`src/rtl/mem_unit_pkg.sv`:
```
// Shared definitions for the load/store stage: decoded instruction struct,
// access-size and FSM state enums, and store-lane helper functions.
package mem_unit_pkg;

  typedef struct packed {
    logic lui;
    logic addi;
    logic add;
    logic sub;
    logic lb;
    logic lh;
    logic lw;
    logic lbu;
    logic lhu;
    logic sb;
    logic sh;
    logic sw;
  } instructions;

  typedef enum logic [1:0] {
    BYTE = 2'd0,
    HALF = 2'd1,
    WORD = 2'd2
  } mem_size_t;

  typedef enum logic [1:0] {
    IDLE = 2'd0,
    REQ  = 2'd1,
    RESP = 2'd2
  } mem_state_t;

  function automatic logic is_misaligned(input mem_size_t size, input logic [1:0] off);
    logic r;
    r = 1'b0;
    case (size)
      HALF:    r = off[0];
      WORD:    r = |off;
      default: r = 1'b0;
    endcase
    return r;
  endfunction

  function automatic logic [3:0] store_strb(input mem_size_t size, input logic [1:0] off);
    logic [3:0] r;
    r = 4'b0000;
    case (size)
      BYTE:    r = 4'b0001 << off;
      HALF:    r = 4'b0011 << off;
      default: r = 4'b1111;
    endcase
    return r;
  endfunction

  // Data is replicated across lanes so the strobe alone selects the bytes.
  function automatic logic [31:0] store_lanes(input mem_size_t size, input logic [31:0] data);
    logic [31:0] r;
    r = data;
    case (size)
      BYTE:    r = {4{data[7:0]}};
      HALF:    r = {2{data[15:0]}};
      default: r = data;
    endcase
    return r;
  endfunction

endpackage

```
`src/rtl/mem_unit_if.sv`:
```
// Data-memory request/acknowledge bus: the master holds mem_req and all
// request fields stable until the slave pulses mem_ack (read data valid with ack).
interface mem_unit_if;
  logic        mem_req;
  logic        mem_we;
  logic [31:0] mem_addr;
  logic [31:0] mem_wdata;
  logic [3:0]  mem_wstrb;
  logic        mem_ack;
  logic [31:0] mem_rdata;

  modport master (
    output mem_req, mem_we, mem_addr, mem_wdata, mem_wstrb,
    input  mem_ack, mem_rdata
  );

  modport slave (
    input  mem_req, mem_we, mem_addr, mem_wdata, mem_wstrb,
    output mem_ack, mem_rdata
  );
endinterface

```
`src/rtl/mem_unit_load_align.sv`:
```
// Combinational little-endian load extraction with sign/zero extension;
// kept standalone so a cache read path can share it.
module load_align
  import mem_unit_pkg::*;
(
  input  logic [31:0] i_rdata,
  input  logic [1:0]  i_offset,
  input  mem_size_t   i_size,
  input  logic        i_unsigned,
  output logic [31:0] o_data
);

  logic [31:0] w_shifted;

  assign w_shifted = i_rdata >> {i_offset, 3'b000};

  always_comb begin
    o_data = w_shifted;
    case (i_size)
      BYTE:    o_data = i_unsigned ? {24'd0, w_shifted[7:0]}
                                   : {{24{w_shifted[7]}}, w_shifted[7:0]};
      HALF:    o_data = i_unsigned ? {16'd0, w_shifted[15:0]}
                                   : {{16{w_shifted[15]}}, w_shifted[15:0]};
      default: o_data = i_rdata;
    endcase
  end

endmodule

```
`src/rtl/mem_unit.sv`:
```
// Multi-cycle load/store stage: one request/acknowledge transaction per
// memory instruction, one-cycle done pulse with extended load data or fault.
module mem_unit
  import mem_unit_pkg::*;
(
  input  logic        clk,
  input  logic        rst,
  input  logic        i_start,
  input  instructions i_instr,
  input  logic [31:0] i_addr,
  input  logic [31:0] i_store_v,
  output logic        o_busy,
  output logic        o_done,
  output logic        o_fault,
  output logic [31:0] o_load_v,
  output mem_state_t  o_state,
  mem_unit_if.master  bus
);

  mem_state_t  r_state;
  mem_state_t  w_state_nxt;

  logic        r_is_load;
  mem_size_t   r_size;
  logic        r_unsigned;
  logic [1:0]  r_off;
  logic        r_fault;
  logic [31:0] r_load_v;
  logic        r_req;
  logic        r_we;
  logic [31:0] r_addr;
  logic [31:0] r_wdata;
  logic [3:0]  r_wstrb;

  logic        w_is_load;
  logic        w_is_store;
  logic        w_is_mem;
  mem_size_t   w_size;
  logic        w_unsigned;
  logic        w_misaligned;
  logic        w_accept;
  logic        w_ack;
  logic [31:0] w_load_aligned;
  logic        w_unused_instr;

  assign w_is_load  = i_instr.lb | i_instr.lh | i_instr.lw | i_instr.lbu | i_instr.lhu;
  assign w_is_store = i_instr.sb | i_instr.sh | i_instr.sw;
  assign w_is_mem   = w_is_load | w_is_store;
  assign w_unsigned = i_instr.lbu | i_instr.lhu;
  assign w_unused_instr = ^{i_instr.lui, i_instr.addi, i_instr.add, i_instr.sub};

  always_comb begin
    w_size = WORD;
    if (i_instr.lb | i_instr.lbu | i_instr.sb)
      w_size = BYTE;
    else if (i_instr.lh | i_instr.lhu | i_instr.sh)
      w_size = HALF;
  end

  assign w_misaligned = is_misaligned(w_size, i_addr[1:0]);
  assign w_accept     = (r_state == IDLE) && i_start && w_is_mem;
  // Ack is only meaningful while a request is outstanding.
  assign w_ack        = (r_state == REQ) && bus.mem_ack;

  load_align u_load_align (
    .i_rdata    (bus.mem_rdata),
    .i_offset   (r_off),
    .i_size     (r_size),
    .i_unsigned (r_unsigned),
    .o_data     (w_load_aligned)
  );

  always_comb begin
    w_state_nxt = r_state;
    case (r_state)
      IDLE:    if (w_accept) w_state_nxt = w_misaligned ? RESP : REQ;
      REQ:     if (bus.mem_ack) w_state_nxt = RESP;
      RESP:    w_state_nxt = IDLE;
      default: w_state_nxt = IDLE;
    endcase
  end

  always_ff @(posedge clk or posedge rst) begin
    if (rst) r_state <= IDLE;
    else     r_state <= w_state_nxt;
  end

  always_ff @(posedge clk or posedge rst) begin
    if (rst) begin
      r_is_load  <= 1'b0;
      r_size     <= BYTE;
      r_unsigned <= 1'b0;
      r_off      <= 2'd0;
      r_fault    <= 1'b0;
      r_load_v   <= 32'd0;
      r_req      <= 1'b0;
      r_we       <= 1'b0;
      r_addr     <= 32'd0;
      r_wdata    <= 32'd0;
      r_wstrb    <= 4'd0;
    end else if (w_accept) begin
      r_is_load  <= w_is_load;
      r_size     <= w_size;
      r_unsigned <= w_unsigned;
      r_off      <= i_addr[1:0];
      r_fault    <= w_misaligned;
      r_load_v   <= 32'd0;
      if (!w_misaligned) begin
        r_req   <= 1'b1;
        r_we    <= w_is_store;
        r_addr  <= {i_addr[31:2], 2'b00};
        r_wdata <= w_is_store ? store_lanes(w_size, i_store_v) : 32'd0;
        r_wstrb <= w_is_store ? store_strb(w_size, i_addr[1:0]) : 4'd0;
      end
    end else if (w_ack) begin
      r_req    <= 1'b0;
      r_we     <= 1'b0;
      r_addr   <= 32'd0;
      r_wdata  <= 32'd0;
      r_wstrb  <= 4'd0;
      r_load_v <= r_is_load ? w_load_aligned : 32'd0;
    end
  end

  assign o_busy   = (r_state != IDLE);
  assign o_done   = (r_state == RESP);
  assign o_fault  = r_fault;
  assign o_load_v = r_load_v;
  assign o_state  = r_state;

  assign bus.mem_req   = r_req;
  assign bus.mem_we    = r_we;
  assign bus.mem_addr  = r_addr;
  assign bus.mem_wdata = r_wdata;
  assign bus.mem_wstrb = r_wstrb;

endmodule

```
`src/flat_wrapper.sv`:
```
// flat-port wrapper written by rule: the top's interface ports become plain ports
module mem_unit_flat import mem_unit_pkg::*;
  (clk, rst, i_start, i_instr, i_addr, i_store_v, o_busy, o_done, o_fault, o_load_v, o_state, bus_mem_req, bus_mem_we, bus_mem_addr, bus_mem_wdata, bus_mem_wstrb, bus_mem_ack, bus_mem_rdata);
  mem_unit_if bus_i ();
  input  logic clk;
  input  logic rst;
  input  logic i_start;
  input  instructions i_instr;
  input  logic [31:0] i_addr;
  input  logic [31:0] i_store_v;
  output logic o_busy;
  output logic o_done;
  output logic o_fault;
  output logic [31:0] o_load_v;
  output mem_state_t o_state;
  output wire logic [$bits(bus_i.mem_req)-1:0] bus_mem_req;
  output wire logic [$bits(bus_i.mem_we)-1:0] bus_mem_we;
  output wire logic [$bits(bus_i.mem_addr)-1:0] bus_mem_addr;
  output wire logic [$bits(bus_i.mem_wdata)-1:0] bus_mem_wdata;
  output wire logic [$bits(bus_i.mem_wstrb)-1:0] bus_mem_wstrb;
  input wire logic [$bits(bus_i.mem_ack)-1:0] bus_mem_ack;
  input wire logic [$bits(bus_i.mem_rdata)-1:0] bus_mem_rdata;
  assign bus_mem_req = bus_i.mem_req;
  assign bus_mem_we = bus_i.mem_we;
  assign bus_mem_addr = bus_i.mem_addr;
  assign bus_mem_wdata = bus_i.mem_wdata;
  assign bus_mem_wstrb = bus_i.mem_wstrb;
  assign bus_i.mem_ack = bus_mem_ack;
  assign bus_i.mem_rdata = bus_mem_rdata;
  mem_unit u_core (.clk(clk), .rst(rst), .i_start(i_start), .i_instr(i_instr), .i_addr(i_addr), .i_store_v(i_store_v), .o_busy(o_busy), .o_done(o_done), .o_fault(o_fault), .o_load_v(o_load_v), .o_state(o_state), .bus(bus_i));
endmodule
```
`config.mk`:
```
export PLATFORM = sky130hd
export DESIGN_NAME = mem_unit_flat
export DESIGN_NICKNAME = d
export VERILOG_FILES = /design/src/rtl/mem_unit_pkg.sv /design/src/rtl/mem_unit_if.sv /design/src/rtl/mem_unit_load_align.sv /design/src/rtl/mem_unit.sv /design/src/flat_wrapper.sv
export SDC_FILE = /design/constraint.sdc
export NUM_CORES = 1
export LEC_CHECK = 0
export BUFFER_PORTS_ARGS = -buffer_cell sky130_fd_sc_hd__buf_2
export CORE_MARGIN = 8
export CORE_UTILIZATION = 45
export DETAILED_ROUTE_END_ITERATION = 8
export GPL_ROUTABILITY_DRIVEN = 0
export HOLD_SLACK_MARGIN = 0.15
export PLACE_DENSITY = 0.75
export REMOVE_ABC_BUFFERS = 1
export SLEW_MARGIN = 5
export SYNTH_ARGS = -nofsm -noshare
export SYNTH_HDL_FRONTEND = slang
export SYNTH_SLANG_ARGS = --single-unit
```
`constraint.sdc`:
```
create_clock -name clk -period 3.87 [get_ports clk]
set_input_delay 0.1935 -clock clk [delete_from_list [all_inputs] [get_ports clk]]
set_output_delay 0.1935 -clock clk [all_outputs]
set_load 0.02 [all_outputs]
```
* Word-level counts from Yosys, hierarchy flattened *
Index checks and enable logic that the tools add are counted.

cells by class
  add/subtract/negate cells = 0
  divide/modulo/power cells = 0
  $mul = 0
  shift operators = 3
  reductions and logical operators = 11
  magnitude comparators = 0
  multiplexer cells = 30
  bitwise gates (word level) = 12
  equal/unequal tests = 8

operator list
  operator                                                                 count
  32-bit two-way mux                                                       11
  32-bit case mux with 2 select lines                                      2
  32-bit by 5-bit right shift with 16-bit output                           1
  4-bit two-way mux                                                        4
  1-bit OR                                                                 12
  2-bit two-way mux                                                        5
  4-bit case mux with 2 select lines                                       1
  2-bit by 1-bit equality test with 1-bit output, second input constant    3
  2-bit logical NOT                                                        3
  1-bit two-way mux                                                        5
  2-bit equality test, second input constant                               2
  2-bit inequality test, second input constant                             2
  2-bit case mux with 2 select lines                                       1
  2-bit AND reduction                                                      2
  2-bit nonzero test                                                       2
  1-bit by 2-bit left shift with 4-bit output, first input constant        1
  2-bit by 2-bit left shift with 4-bit output, first input constant        1
  1-bit logical AND                                                        3
  2-bit by 1-bit inequality test with 1-bit output, second input constant  1
  1-bit case mux with 2 select lines                                       1
  2-bit OR reduction                                                       1

storage, ports and cells
  register bits after elaboration = 111
  memories kept = 0
  word-level logic and storage cells = 76
  output and inout port bits = 107
  bits in latches = 0
  bits in read-only memories = 0
  input port bits = 112
  bits in writable memories = 0

* Depth between registers and ports, before layout *
  depth after elaboration = 9
  depth in mapped cells = 7
  mapped depth without buffers = 4

* Cells and area by module *
A second synthesis with hierarchy kept.

second synthesis, totals
  cell total of the unflattened synthesis = 440
  area total of the unflattened synthesis = 5067.4 um^2

by module, submodules not included
  module      seq. area each (um^2)  area each (um^2)  cells an instance  times used
  mem_unit    2727.6                 4326.6            327                1
  load_align  0.0                    740.7             113                1

* Least setup slack after synthesis *
No wires, ideal clock.

  path kind = reg-to-reg
  start = register u_core.r_state[1], in the netlist u_core.o_state[1]
  end = register u_core.r_load_v[16], in the netlist u_core.o_load_v[16]
  setup slack = 1.981 ns
  cell stages (with the launch flop) = 7
  arrival = 1.769 ns
  period minus slack after synthesis = 1.889 ns
  path buffers = 2
  required time = 3.749 ns
  setup time = 0.121 ns
  cell sequence = dfrtp_1 -> nor3b_4 -> a21bo_2 -> and2_1 -> clkbuf_1 -> buf_2 -> a22o_1

between the ends
  longest elaborated chain between the ends = 4
  elaborated cells on any way between the ends = 7
  classes of those cells = eq/ne: 1; mux: 1; reduce/logical: 5

ends and longest elaborated chain
  what                                                      RTL line         RTL
  from (decl)                                               mem_unit.sv:20   mem_state_t r_state;
  from (signal assigned)                                    mem_unit.sv:85   else r_state <= w_state_nxt;
  2-bit logical NOT                                         mem_unit.sv:61   assign w_accept = (r_state == IDLE) && i_start && w_is_mem;
  1-bit logical AND (2 in a row)                            mem_unit.sv:61
  32-bit two-way mux or 2-bit nonzero test (tied branches)  -
  to (signal assigned)                                      mem_unit.sv:121  r_load_v <= r_is_load ? w_load_aligned : 32'd0;
  to (decl)                                                 mem_unit.sv:28   logic [31:0] r_load_v;

Several ways; a longest one is shown, not always the timed one.
A chain may end at the register's enable or synchronous reset.

* Worst setup path in the final report *
  start = register u_core.r_off[1]
  end = register u_core.r_load_v[15], in the netlist u_core.o_load_v[15]

between the ends
  longest elaborated chain between the ends = 6
  elaborated cells on any way between the ends = 7
  classes of those cells = shift: 1; mux: 6

ends and longest elaborated chain
  what                                              RTL line                                              RTL
  from (decl)                                       mem_unit.sv:26                                        logic [1:0] r_off;
  from (signal assigned)                            mem_unit.sv:105                                       r_off <= i_addr[1:0];
  32-bit by 5-bit right shift with 16-bit output *  mem_unit_load_align.sv:15                             assign w_shifted = i_rdata >> {i_offset, 3'b000};
  32-bit two-way mux, on equally long branches      mem_unit_load_align.sv:22, mem_unit_load_align.sv:20
  32-bit case mux with 2 select lines *             mem_unit_load_align.sv:19                             case (i_size)
  32-bit two-way mux *                              mem_unit.sv:121
  32-bit two-way mux *                              mem_unit.sv:115                                       end else if (w_ack) begin
  32-bit two-way mux *                              mem_unit.sv:101                                       end else if (w_accept) begin

Every way passes the cells marked *; elsewhere a longest branch is shown, timed or not. The select of a mux whose other input is x is not followed.

==> impl_metrics.tcl <==
set metrics [dict create \
    outcome "finished clean" \
    hpwlAfterDp_um 12060 \
    hold_slack_ps 146.6 \
    first_global_vias 4960 \
    seq_power_share 0.360 \
    track_usage 0.2185 \
    synth.top_cell.area_share 0.5200 \
    async_flop_share 1.000 \
    routedWlPerCell_um 20.13 \
    rsz0062_at_grt "false" \
    synthFlopType "dfrtp_1" \
    drtIter0Drc 383 \
    r2r_cells 4 \
    design_area_um2 6895 \
    worstHoldStart "i_store_v[18]" \
    worstSetupEndpointType "register" \
    chipHeight_um 124.0 \
    path_clk_slew_ps 80 \
    netlist_instances 484 \
    drcViolationCount 0 \
    p_clk_frac 0.173 \
    slowest_delay_ps 780 \
    maxCapViolCount 0 \
    ctsHtreeMaxLevel 3 \
    num_vias 4890 \
    die_w_um 124.0 \
    die_area_um2 15370 \
    grt_antenna_before_repair 0 \
    layout_common_cells "212 x buf_2, 109 x dfrtp_1, 47 x a21oi_1, 47 x o2bb2ai_1" \
    ys_warn_count 0 \
    min_path_cells 3 \
    final.fill_count 964 \
    cp_common_cell "a21o_1" \
    clock_latency_ps 350 \
    overflow 0 \
    min_period_ps 2514 \
    floorplan.initialDensity 0.4593 \
    arrival_ps 2750 \
    critPathSlowestCell "dfrtp_1" \
    whs_endpoint "u_core.bus.mem_wdata[18]" \
    wirelength_um 17010 \
    critical_path.cell_chain "mux4_2 > a21o_1 > a21o_1 > a32o_1" \
    synth_edf_count 0 \
    period_share 0.6495 \
    synthTopCellsByArea "dfrtp_1 52%, o2bb2ai_1 7.8%, a31o_2 5.0%, a22o_1 4.5%, a21oi_1 4.5%" \
    layout_commonest_cell "buf_2" \
    r2r_slack_ps 1360 \
    irDropWorstVdd_v 0.0004099 \
    slew_headroom 0.2081 \
    required_ps 4110 \
    final-hold-violation-count 0 \
    clock_sinks 109 \
    finalSetupViolations 0 \
    avgSynthCellArea_um2 10.84 \
    worst_pin_slew_ps 1185 \
    ctsHoldBuffers 23 \
    timing.final.ws_setup_ps 1356 \
    placed_area_um2 6366 \
    cts_root_buf "clkbuf_16" \
    maxSlewViolCount 0 \
    cts_tree "done" \
    synth_cell_types 42 \
    final_antenna_net_count 0 \
    syn_area_um2 5245 \
    post_cts_resized 0 \
    switching_share 0.4351 \
    tns_ps 0 \
    crit_type "reg -> reg" \
    reg2reg_from "u_core.r_off[1]" \
    ys_seq_area_frac 0.5200 \
    cts_made_buffers 9 \
    area_growth_syn_to_layout_pct 31.46 \
    core_um2 11420 \
    grt_max_degree 56 \
    cts_buffer_depth 2 \
    p_int_mw 3.082 \
    grt_pass1_wl_um 26340 \
    timing.rr.end "u_core.o_load_v[15]" \
    rows 39 \
    synth_top_area_cell "dfrtp_1" \
    switchingPower_mw 2.374 \
    power_density_nw_per_um2 791.2 \
    hp-class "in -> reg" \
    diodes 0 \
    nets 809 \
    numPortBuffers 212 \
    comb_power_share 0.468 \
    fmax_mhz 397.8 \
    power_leakage_nw 3.601 \
    crit_fanout 17 \
    total_power_mw 5.455 \
    dp_slack_ps 1389 \
    io_pins 219 \
    vias_per_cell 5.787 \
    cts_setup_buffers 0 \
    ys_ff_latch 109 \
    cp-start-kind "register" \
    firstDrtPassIters 5 \
    layout-drive-gt1-share 0.4074 \
    finClkSkew_ps 6.531 \
]
cell type report:
class,instances,area (µm²),share of cell area
flip-flops and latches,109,2728,0.3956
inverters,4,17.52,0.002540
multi-input cells,329,2313,0.3355
well taps,143,178.9,0.02595
clock buffers,10,229.0,0.03321
repair buffers,244,1359,0.1971
clock inverters,6,70.07,0.01016
worst max path at each step:
| stage | startpoint | to | slack (ps) | depth (start not counted) |
|---|---|---|---|---|
| floorplan | i_instr[7] | u_core.bus.mem_wstrb[0] | 580 | 4 |
| global placement | u_core.r_off[1] | u_core.o_load_v[15] | 1430 | 4 |
| detailed placement | i_addr[0] | u_core.bus.mem_addr[9] | 1390 | 6 |
| CTS | u_core.r_off[1] | u_core.o_load_v[15] | 1380 | 4 |
| global route | u_core.r_off[1] | u_core.o_load_v[15] | 1240 | 4 |
| finish | u_core.r_off[1] | u_core.o_load_v[15] | 1360 | 4 |
routing by layer:
metal / global-route usage / up-vias / share of wire
li1: - / 2231 / -
met1: 0.2686 / 2404 / 0.40
met5: 0 / - / 0
met4: 0.07881 / 0 / 0.016
met2: 0.3583 / 235 / 0.48
met3: 0.06528 / 20 / 0.10
cell usage after synthesis, types with 3 or more instances:
| master | n |
|---|---|
| and2_1 | 10 |
| buf_1 | 3 |
| mux2_2 | 9 |
| a21oi_1 | 47 |
| nor2_1 | 24 |
| buf_2 | 11 |
| a22o_1 | 27 |
| nor2b_1 | 5 |
| dfrtp_1 | 109 |
| a21o_1 | 4 |
| a31o_2 | 30 |
| mux2i_1 | 19 |
| and3_1 | 30 |
| o2bb2ai_1 | 47 |
| nand2_1 | 20 |
| inv_1 | 4 |
| nand2b_1 | 9 |
| o21ai_0 | 20 |
| clkbuf_1 | 25 |
through the flow:
stage | util | std cells
finish | 0.6039 | 845
global route | 0.6039 | 845
CTS | 0.6039 | 845
detailed placement | 0.5575 | 806
global placement | 0.5575 | 806
floorplan | - | 442
logic make-up (layout without fill, tap and decap cells):
family / Yosys count / after routing / share of synthesized area
buf+inv: 47 / 264 / 0.04055
mux: 29 / 29 / 0.05988
compound gates: 186 / 186 / 0.2629
other cells: 1 / 2 / 0.0007150
simple gates: 112 / 112 / 0.1159
flops: 109 / 109 / 0.5200
flip-flops by register name, summed over array words and instances (netlist names):
name                  count
u_core.bus.mem_wstrb      4
u_core.o_load_v          32
u_core.r_size             2
u_core.r_unsigned         1
u_core.o_state            2
u_core.bus.mem_addr      30
u_core.o_fault            1
u_core.r_is_load          1
u_core.bus.mem_wdata     32
u_core.bus.mem_we         1
u_core.r_off              2
u_core.bus.mem_req        1
power by group through the flow:
stage | combinational, mW | clock, mW | sequential (mW)
after detailed placement | 2.55 | 0 | 1.96
final | 2.55 | 0.941 | 1.96
after global routing | 2.75 | 0.998 | 2.03
after global placement | 2.49 | 0 | 1.95
after CTS | 2.57 | 0.958 | 1.95
after floorplan | 1.07 | 0 | 2.47
critical path: cells and delay by family, from the launching register on:
family | cells | cell delay [ps]
AOI/OAI and AO/OA | 3 | 1020
DFF | 1 | 780
muxes | 1 | 600
No activity file was read; power rests on OpenSTA's default activity.
